**src/rtl/ase_wrrsp_if.sv**
```systemverilog
// ============================================================================
// Module : ase_wrrsp_if
// Brief  : C1 write request / response bundle between AFU and responder
// Rev    : 1.0  initial release
// ============================================================================
`default_nettype none

interface ase_wrrsp_if #(
  parameter int DEPTH_LOG2 = 3
) ();
  logic                  wr_valid;
  logic [79:0]           wr_hdr;
  logic                  wr_almfull;
  logic                  rsp_valid;
  logic [27:0]           rsp_hdr;
  logic [DEPTH_LOG2:0]   occupancy;
  logic                  err_proto;
  logic                  err_ovf;

  modport master (
    output wr_valid, wr_hdr,
    input  wr_almfull, rsp_valid, rsp_hdr, occupancy, err_proto, err_ovf
  );

  modport slave (
    input  wr_valid, wr_hdr,
    output wr_almfull, rsp_valid, rsp_hdr, occupancy, err_proto, err_ovf
  );
endinterface

`default_nettype wire

```
**src/rtl/ase_wrrsp_gen.sv**
```systemverilog
// ============================================================================
// Module : ase_wrrsp_gen
// Brief  : CCI-P C1 write/fence responder with MCL tracking and latency FIFO
// Rev    : 1.0  initial release
// ============================================================================
`default_nettype none

module ase_wrrsp_gen #(
  parameter int         DEPTH_LOG2    = 3,
  parameter int         ALMFULL_SLACK = 2,
  parameter int         MIN_LAT       = 4,
  parameter bit         PACK_MCL      = 1'b1,
  parameter logic [1:0] VA_MAP        = 2'b01
) (
  input  logic          clk,
  input  logic          rst_n,
  ase_wrrsp_if.slave    bus
);

  localparam int                  c_depth       = 1 << DEPTH_LOG2;
  localparam logic [DEPTH_LOG2:0] c_full_cnt    = (DEPTH_LOG2+1)'(c_depth);
  localparam logic [DEPTH_LOG2:0] c_almfull_cnt = (DEPTH_LOG2+1)'(c_depth - ALMFULL_SLACK);
  localparam logic [8:0]          c_min_lat     = 9'(MIN_LAT);
  localparam logic [3:0]          c_rt_wrline_i = 4'd3;
  localparam logic [3:0]          c_rt_wrline_m = 4'd4;
  localparam logic [3:0]          c_rt_wrfence  = 4'd6;
  localparam logic [3:0]          c_rsp_wr      = 4'd2;
  localparam logic [3:0]          c_rsp_fence   = 4'd4;
  localparam logic [1:0]          c_vc_va       = 2'd0;
  localparam logic [0:0]          c_st_idle     = 1'b0;
  localparam logic [0:0]          c_st_inpkt    = 1'b1;

  // Request header fields
  wire [15:0] w_mdata   = bus.wr_hdr[15:0];
  wire [1:0]  w_addr_lo = bus.wr_hdr[17:16];
  wire [3:0]  w_rtype   = bus.wr_hdr[67:64];
  wire [1:0]  w_len     = bus.wr_hdr[69:68];
  wire        w_sop     = bus.wr_hdr[71];
  wire [1:0]  w_vc      = bus.wr_hdr[73:72];
  wire        w_unused_hdr = ^{bus.wr_hdr[79:74], bus.wr_hdr[70], bus.wr_hdr[63:18]};

  wire w_is_wr    = (w_rtype == c_rt_wrline_i) || (w_rtype == c_rt_wrline_m);
  wire w_is_fence = (w_rtype == c_rt_wrfence);
  wire w_misalign = ((w_len == 2'd1) && w_addr_lo[0]) || ((w_len == 2'd3) && (w_addr_lo != 2'd0));

  function automatic logic [1:0] f_vc_used(input logic [1:0] vc);
    return (vc == c_vc_va) ? VA_MAP : vc;
  endfunction

  logic [0:0]            r_state, w_state_nxt;
  logic [1:0]            r_beat, r_len, r_vc;
  logic [15:0]           r_mdata;
  logic [8:0]            r_timer;
  logic [DEPTH_LOG2-1:0] r_wr_ptr, r_rd_ptr;
  logic [DEPTH_LOG2:0]   r_count;
  logic [36:0]           r_mem [c_depth];
  logic                  r_rsp_valid, r_err_proto, r_err_ovf;
  logic [27:0]           r_rsp_hdr;

  logic w_viol, w_fence, w_single, w_start, w_mid, w_done;
  logic w_push, w_push_ok, w_pop, w_full;
  logic [27:0] w_push_hdr;
  logic [3:0]  w_o_rtype;
  logic [15:0] w_o_mdata;
  logic [1:0]  w_o_clnum, w_o_vc;
  logic        w_o_fmt;

  // MCL tracker: state register
  always_ff @(posedge clk or negedge rst_n) begin
    if (!rst_n) begin
      r_state <= c_st_idle;
      r_beat  <= 2'd0;
      r_len   <= 2'd0;
      r_vc    <= 2'd0;
      r_mdata <= 16'd0;
    end else begin
      r_state <= w_state_nxt;
      if (w_start) begin
        r_beat  <= 2'd1;
        r_len   <= w_len;
        r_vc    <= w_vc;
        r_mdata <= w_mdata;
      end else if (w_mid && !w_done) begin
        r_beat  <= r_beat + 2'd1;
      end
    end
  end

  // MCL tracker: next-state and beat classification
  always_comb begin
    w_state_nxt = r_state;
    w_viol      = 1'b0;
    w_fence     = 1'b0;
    w_single    = 1'b0;
    w_start     = 1'b0;
    w_mid       = 1'b0;
    w_done      = 1'b0;
    if (bus.wr_valid) begin
      case (r_state)
        c_st_idle: begin
          if (w_is_fence)                                             w_fence = 1'b1;
          else if (!w_is_wr || !w_sop || (w_len == 2'd2) || w_misalign) w_viol  = 1'b1;
          else if (w_len == 2'd0)                                     w_single = 1'b1;
          else begin
            w_start     = 1'b1;
            w_state_nxt = c_st_inpkt;
          end
        end
        default: begin
          if (!w_is_wr || w_sop || (w_len != r_len)) begin
            w_viol      = 1'b1;
            w_state_nxt = c_st_idle;
          end else begin
            w_mid = 1'b1;
            if (r_beat == r_len) begin
              w_done      = 1'b1;
              w_state_nxt = c_st_idle;
            end
          end
        end
      endcase
    end
  end

  // MCL tracker: response entry generation
  always_comb begin
    w_push    = 1'b0;
    w_o_rtype = c_rsp_wr;
    w_o_mdata = r_mdata;
    w_o_clnum = 2'd0;
    w_o_vc    = r_vc;
    w_o_fmt   = 1'b0;
    if (w_fence || w_single || (!PACK_MCL && w_start)) begin
      w_push    = 1'b1;
      w_o_rtype = w_fence ? c_rsp_fence : c_rsp_wr;
      w_o_mdata = w_mdata;
      w_o_vc    = w_vc;
    end else if (!PACK_MCL && w_mid) begin
      w_push    = 1'b1;
      w_o_clnum = r_beat;
    end else if (PACK_MCL && w_done) begin
      w_push    = 1'b1;
      w_o_clnum = r_len;
      w_o_fmt   = 1'b1;
    end
    w_push_hdr = {f_vc_used(w_o_vc), 1'b0, 1'b0, w_o_fmt, 1'b0, w_o_clnum, w_o_rtype, w_o_mdata};
  end

  // Latency FIFO: head pops once its age modulo 512 reaches MIN_LAT
  wire [36:0] w_head = r_mem[r_rd_ptr];
  wire [8:0]  w_age  = r_timer - w_head[36:28];

  assign w_full    = (r_count == c_full_cnt);
  assign w_pop     = (r_count != '0) && (w_age >= c_min_lat);
  assign w_push_ok = w_push && (!w_full || w_pop);

  always_ff @(posedge clk) begin
    if (w_push_ok) r_mem[r_wr_ptr] <= {r_timer, w_push_hdr};
  end

  always_ff @(posedge clk or negedge rst_n) begin
    if (!rst_n) begin
      r_timer     <= 9'd0;
      r_wr_ptr    <= '0;
      r_rd_ptr    <= '0;
      r_count     <= '0;
      r_rsp_valid <= 1'b0;
      r_rsp_hdr   <= 28'd0;
      r_err_proto <= 1'b0;
      r_err_ovf   <= 1'b0;
    end else begin
      r_timer     <= r_timer + 9'd1;
      r_rsp_valid <= w_pop;
      r_rsp_hdr   <= w_pop ? w_head[27:0] : 28'd0;
      if (w_push_ok) r_wr_ptr <= r_wr_ptr + 1'b1;
      if (w_pop)     r_rd_ptr <= r_rd_ptr + 1'b1;
      if (w_push_ok && !w_pop)      r_count <= r_count + 1'b1;
      else if (!w_push_ok && w_pop) r_count <= r_count - 1'b1;
      if (w_viol)                   r_err_proto <= 1'b1;
      if (w_push && !w_push_ok)     r_err_ovf   <= 1'b1;
    end
  end

  assign bus.wr_almfull = (r_count >= c_almfull_cnt);
  assign bus.rsp_valid  = r_rsp_valid;
  assign bus.rsp_hdr    = r_rsp_hdr;
  assign bus.occupancy  = r_count;
  assign bus.err_proto  = r_err_proto;
  assign bus.err_ovf    = r_err_ovf;

endmodule

`default_nettype wire
```
**src/flat_wrapper.sv**
```systemverilog
// flat-port wrapper written by rule: the top's interface ports become plain ports
module ase_wrrsp_gen_flat 
#(
  parameter int         DEPTH_LOG2    = 3,
  parameter int         ALMFULL_SLACK = 2,
  parameter int         MIN_LAT       = 4,
  parameter bit         PACK_MCL      = 1'b1,
  parameter logic [1:0] VA_MAP        = 2'b01
)
  (clk, rst_n, bus_wr_valid, bus_wr_hdr, bus_wr_almfull, bus_rsp_valid, bus_rsp_hdr, bus_occupancy, bus_err_proto, bus_err_ovf);
  ase_wrrsp_if #(.DEPTH_LOG2(DEPTH_LOG2)) bus_i ();
  input  logic clk;
  input  logic rst_n;
  input wire logic [$bits(bus_i.wr_valid)-1:0] bus_wr_valid;
  input wire logic [$bits(bus_i.wr_hdr)-1:0] bus_wr_hdr;
  output wire logic [$bits(bus_i.wr_almfull)-1:0] bus_wr_almfull;
  output wire logic [$bits(bus_i.rsp_valid)-1:0] bus_rsp_valid;
  output wire logic [$bits(bus_i.rsp_hdr)-1:0] bus_rsp_hdr;
  output wire logic [$bits(bus_i.occupancy)-1:0] bus_occupancy;
  output wire logic [$bits(bus_i.err_proto)-1:0] bus_err_proto;
  output wire logic [$bits(bus_i.err_ovf)-1:0] bus_err_ovf;
  assign bus_i.wr_valid = bus_wr_valid;
  assign bus_i.wr_hdr = bus_wr_hdr;
  assign bus_wr_almfull = bus_i.wr_almfull;
  assign bus_rsp_valid = bus_i.rsp_valid;
  assign bus_rsp_hdr = bus_i.rsp_hdr;
  assign bus_occupancy = bus_i.occupancy;
  assign bus_err_proto = bus_i.err_proto;
  assign bus_err_ovf = bus_i.err_ovf;
  ase_wrrsp_gen #(.DEPTH_LOG2(DEPTH_LOG2), .ALMFULL_SLACK(ALMFULL_SLACK), .MIN_LAT(MIN_LAT), .PACK_MCL(PACK_MCL), .VA_MAP(VA_MAP)) u_core (.clk(clk), .rst_n(rst_n), .bus(bus_i));
endmodule
```
**config.mk**
```make
export PLATFORM = sky130hd
export DESIGN_NAME = ase_wrrsp_gen_flat
export DESIGN_NICKNAME = d
export VERILOG_FILES = /design/src/rtl/ase_wrrsp_if.sv /design/src/rtl/ase_wrrsp_gen.sv /design/src/flat_wrapper.sv
export SDC_FILE = /design/constraint.sdc
export NUM_CORES = 1
export LEC_CHECK = 0
export BUFFER_PORTS_ARGS = -buffer_cell sky130_fd_sc_hd__clkbuf_2
export CORE_MARGIN = 4
export CORE_UTILIZATION = 55
export DETAILED_ROUTE_END_ITERATION = 12
export GPL_TIMING_DRIVEN = 0
export PLACE_DENSITY = 0.82
export SLEW_MARGIN = 25
export SYNTH_ARGS = -nofsm -noshare
export SYNTH_HDL_FRONTEND = slang
export SYNTH_SLANG_ARGS = --single-unit
```
**constraint.sdc**
```tcl
create_clock -name clk -period 11.3 [get_ports clk]
set_clock_uncertainty 0.15 [all_clocks]
set_input_delay 1.13 -clock clk [delete_from_list [all_inputs] [get_ports clk]]
set_output_delay 1.13 -clock clk [all_outputs]
set_load 0.05 [all_outputs]
```
### Word level (Yosys, flattened, before mapping)

Memory sizes are Yosys's and may differ from the RTL's.
Index checks and enable logic that the tools add are counted.

* memories: 1
* input bits: 83
* bits in writable memories: 272
* register bits: 73

Memories
* u_core.r_mem: depth 8, bits a word 34, read ports 1, clocked after Yosys merged registers in 0, wr ports 1, RTL line ase_wrrsp_gen.sv:56 `logic [36:0] r_mem [c_depth];`

* order comparisons: 2
* add/subtract/negate cells: 7
* equal/unequal tests: 9
* multiplexer cells: 45
* reductions and logical operators: 29

Operators by type and width (count)
* $mux 1: 33
* $mux 28: 1
* $mux 16: 1
* $mux 2: 6
* $mux 4: 3
* $add 9x1->9 const B: 1
* $ge 9x3->1 const B: 1
* $logic_or 1x1->1: 9
* $sub 9x9->9: 1
* $eq 4x3->1 const B: 2
* $logic_and 1x1->1: 8
* $add 3x1->3 const B: 2
* $logic_not 1->1: 6
* $reduce_bool 2->1: 3
* $add 4x1->4 const B: 1
* $eq 2x2->1 const B: 2
* $eq 4x2->1 const B: 1
* $eq 4x4->1 const B: 1
* $ge 4x3->1 const B: 1
* $logic_not 2->1: 2
* $reduce_bool 4->1: 1
* $sub 4x1->4 const B: 1
* $mux 3: 1
* $add 2x1->2 const B: 1
* 3 further kinds: 3

### Longest topological paths before layout

* depth after elaboration: 17
* mapped depth: 22
* mapped depth without buffers: 20

### Worst setup path after synthesis

OpenSTA, ideal clock, no wires.

* path kind: reg-to-reg
* start: register u_core.r_rd_ptr[0]
* end: memory u_core.r_mem[2][0] in the netlist's numbering, enable pin
* setup slack: 3.914 ns
* arrival time: 6.722 ns
* stages on the path, launching flop included: 14
* path through: dfrtp_1 > buf_6 > buf_1 > mux4_2 > mux2i_1 > ha_1 > a21oi_1 > a21oi_1 > o21a_1 > o2111ai_1 > a2111oi_4 > a31o_2 > buf_6 > nor4b_1

* longest elaborated chain between the ends: 8

Ends and longest elaborated chain
* start: declaration: RTL line ase_wrrsp_gen.sv:54 `logic [DEPTH_LOG2-1:0] r_wr_ptr, r_rd_ptr;`
* start signal: assignment: RTL line ase_wrrsp_gen.sv:176 `if (w_pop) r_rd_ptr <= r_rd_ptr + 1'b1;`
* $mem_v2 8x34
* $sub 9x9->9: RTL line ase_wrrsp_gen.sv:151 `wire [8:0] w_age = r_timer - w_head[36:28];`
* $ge 9x3->1: RTL line ase_wrrsp_gen.sv:154 `assign w_pop = (r_count != '0) && (w_age >= c_min_lat);`
* $logic_and 1x1->1: RTL line ase_wrrsp_gen.sv:154
* $logic_or 1x1->1: RTL line ase_wrrsp_gen.sv:155 `assign w_push_ok = w_push && (!w_full || w_pop);`
* $logic_and 1x1->1: RTL line ase_wrrsp_gen.sv:155
* $mux 1: RTL line ase_wrrsp_gen.sv:158 `if (w_push_ok) r_mem[r_wr_ptr] <= {r_timer, w_push_hdr};`
* $mux 1 (implied by the code): RTL line ase_wrrsp_gen.sv:158
* end: declaration: RTL line ase_wrrsp_gen.sv:56

Every way passes these cells.

### Final worst setup path

* start: register u_core.r_rd_ptr[0]
* end: memory u_core.r_mem[2][6] in the netlist's numbering, enable pin

Same word-level chain as after synthesis.

==> flow_summary.toml <==
[timing]
max_slew.worst_pin.slew_ns = 1.01
rsz0062_at_grt = "no"
max_freq_mhz = 166
report.final.slew_viol_count = 0
max-slew-margin-rel_pct = 32.3
setup_viol = 0
fin_crit_ns = 6.01
finalHoldViolations = 0
finalCritPeriodShare_pct = 53.2
fin_tns_setup_ns = 0

[placement]
hpwl_um = 17800
gp_congestion = 0.792
io_buffers = 60
place_area_mm2 = 0.0140
dp_cells = 1084

[synth]
yosysUniqueCellTypes = 48
synthDominantCellAreaShare_pct = 59.3
synth-seq-cells = 324
postSynthCellCount = 667
seq_area_frac_synth_pct = 72.5
syn_avg_cell_area_um2 = 19.4
synth-main-ff-cell = "edfxtp_1"
synth_edf_count = 256
syn_area_mm2 = 0.0130
synth_top_area_cell = "edfxtp_1"
yosys-top-cells-count = "edfxtp_1, dfrtp_1, mux4_2, mux2_2"
async_reset_ff_share_pct = 21.0
synth_area_leaders = "edfxtp_1, dfrtp_1, mux4_2"
yosysWarningCount = 0
yosysMostFrequentCell = "edfxtp_1"

[layout]
finalNonFillerCells = 1139
fin_area_mm2 = 0.0150
nets = 903
area_growth_pct = 15.5
num_antenna_cells = 0
drive_gt1_share_pct = 33.4
fillers = 1456

[global_route]
grt_pass1_wl_um = 42500
grt_pass1_vias = 7286
grt_max_degree = 49
antenna_found_initial = 0
overflow = 0
grt.total_usage_pct = 21.1

[pwr]
leakage_nw = 5.65
p_per_area_mw_per_mm2 = 233
vdd_ir_drop_max_uv = 249

[drt]
routedWlPerCell_um = 23.9
drc = 0
ant_nets = 0
wl_um = 27200
drt_iter0_markers = 525
vias = 6816
drtPass1Iterations = 5
avgViaCountPerCell = 5.98

[floorplanning]
start_util_pct = 56.5
die-area_mm2 = 0.0261
die_width_um = 161
pin_count = 119
rows = 55
coreArea_mm2 = 0.0229
die_height_um = 161

[clock_tree]
cts_buffers = 30
cts_resized = 0
cts_hold_buf = 0
cts_tree = "done"
path_clk_slew_ns = 0.07
clockRootBuffer = "clkbuf_16"
cts_max_level = 1
cts_sinks = 324
clockBufferDepth = 3
clock_latency_ns = 0.55
cts_setup_buffers = 0

[critical_path]
arrival_ns = 6.12
cp.required_ns = 11.40
worstSetupStartpointType = "register"
cp-end-kind = "register"
crit_type = "reg -> reg"
crit_path_max_fanout = 10

[flow_run]
drv_cap = 0

[hold_path]
hold_path_class = "reg -> reg"

[status]
status = "finished, final reports clean"
## where the power goes
group	leakage (nW)	internal (mW)	switching, mW
clock network	0.451	0.524	0.420
registers	3.27	1.39	0.0487
logic	1.93	0.422	0.676
total	5.65	2.34	1.14
## registers in the layout, summed over array words and instances (netlist names)
register	count
u_core.r_len	2
u_core.r_vc	2
u_core.r_wr_ptr	3
u_core.r_beat	2
u_core.bus.err_ovf	1
u_core.r_rd_ptr	3
u_core.bus.rsp_hdr	23
u_core.r_mem	256
u_core.bus.rsp_valid	1
u_core.r_state	1
u_core.r_timer	9
u_core.r_mdata	16
u_core.bus.err_proto	1
u_core.bus.occupancy	4
## cells in the final DEF, fill, tap and decap left out, types with 3 or more instances in the layout
cell type,n
a21o_1,6
a21oi_1,9
and2_1,5
buf_1,5
buf_2,28
buf_4,15
buf_6,7
clkbuf_1,21
clkbuf_16,31
clkbuf_2,63
clkbuf_8,3
clkinv_2,6
clkinvlp_4,3
conb_1,5
dfrtp_1,68
edfxtp_1,256
ha_1,15
inv_1,10
mux2_2,38
mux2i_1,31
mux4_2,64
nand2_1,11
nand2b_1,3
nand3_1,10
nand3b_1,3
nand4_1,5
nor2_1,29
nor3_1,3
nor4b_2,3
o21ai_0,5
xnor2_1,19
xor2_1,7
## routing by layer
layer | wire length, µm | GRT usage (%)
met2 | 14300 | 37.4
met1 | 10200 | 27.4
met3 | 1780 | 3.16
met4 | 854 | 6.36
met5 | 0 | 0
## cells by family (layout without fill, tap and decap cells)
logic type               count (synthesis)  count (layout)  synth area share (%)
flip-flops                             324             324                  72.5
multiplexers                           134             134                  16.9
AND/OR/NAND/NOR                         89              89                  3.60
buffers and inverters                   45             200                  1.77
AO/OA/AOI/OAI                           31              31                  1.71
XOR/XNOR                                26              26                  1.76
adder cells (fa/ha/maj)                 17              17                  1.76
other                                    1               5                0.0289
## through the flow
| stage | setup WS, ns | power, mW | util, % | hold slack [ns] |
|---|---|---|---|---|
| 2_1_floorplan | 3.91 | 2.28 | - | 0.301 |
| 3_3_place_gp | 0.183 | 2.51 | 59.6 | 0.310 |
| 3_5_place_dp | 5.34 | 2.56 | 61.2 | 0.312 |
| 4_1_cts | 5.25 | 3.50 | 65.3 | 0.333 |
| 5_1_grt | 4.93 | 3.63 | 65.3 | 0.363 |
| 6_report | 5.29 | 3.48 | 65.3 | 0.330 |
## final timing paths
check	endpoint	startpoint	slack, ns	cells after the start
min reg2reg	u_core.bus.err_proto$_DFFE_PN0P_	u_core.bus.err_proto$_DFFE_PN0P_	0.33	1
min in group asynchronous	u_core.r_mdata[5]$_DFFE_PN0P_	rst_n	0.36	1
max reg2reg	u_core.r_mem[2][6]$_DFFE_PP_	u_core.r_rd_ptr[0]$_DFFE_PN0P_	5.29	17
max	u_core.r_mem[2][6]$_DFFE_PP_	u_core.r_rd_ptr[0]$_DFFE_PN0P_	5.29	17
max in group asynchronous	u_core.r_timer[8]$_DFF_PN0_	rst_n	10.05	2
min	u_core.bus.err_proto$_DFFE_PN0P_	u_core.bus.err_proto$_DFFE_PN0P_	0.33	1
## critical path: stages, from the launching register on
cell and delay, ns:
dfrtp_1 0.42, buf_6 0.19, buf_1 0.75, mux4_2 0.61
mux2i_1 0.23, ha_1 0.30, a21oi_1 0.25, a21oi_1 0.15
o21a_1 0.21, o2111ai_1 0.31, a2111oi_4 0.13, a31o_2 0.30
buf_6 0.16, nor4b_2 0.64, buf_2 0.34, buf_2 0.23
buf_4 0.18, buf_4 0.16
## layout make-up
type | count | area, µm² | share of cell area, %
Clock buffer | 42 | 847 | 5.66
Buffer | 35 | 196 | 1.31
Inverter | 10 | 37.5 | 0.251
Clock inverter | 13 | 85.1 | 0.569
Timing Repair Buffer | 100 | 601 | 4.01
Sequential cell | 324 | 9390 | 62.8
Tap cell | 313 | 392 | 2.62
Multi-Input combinational cell | 302 | 3410 | 22.8
Note: power is estimated with default switching activity, not from simulation.
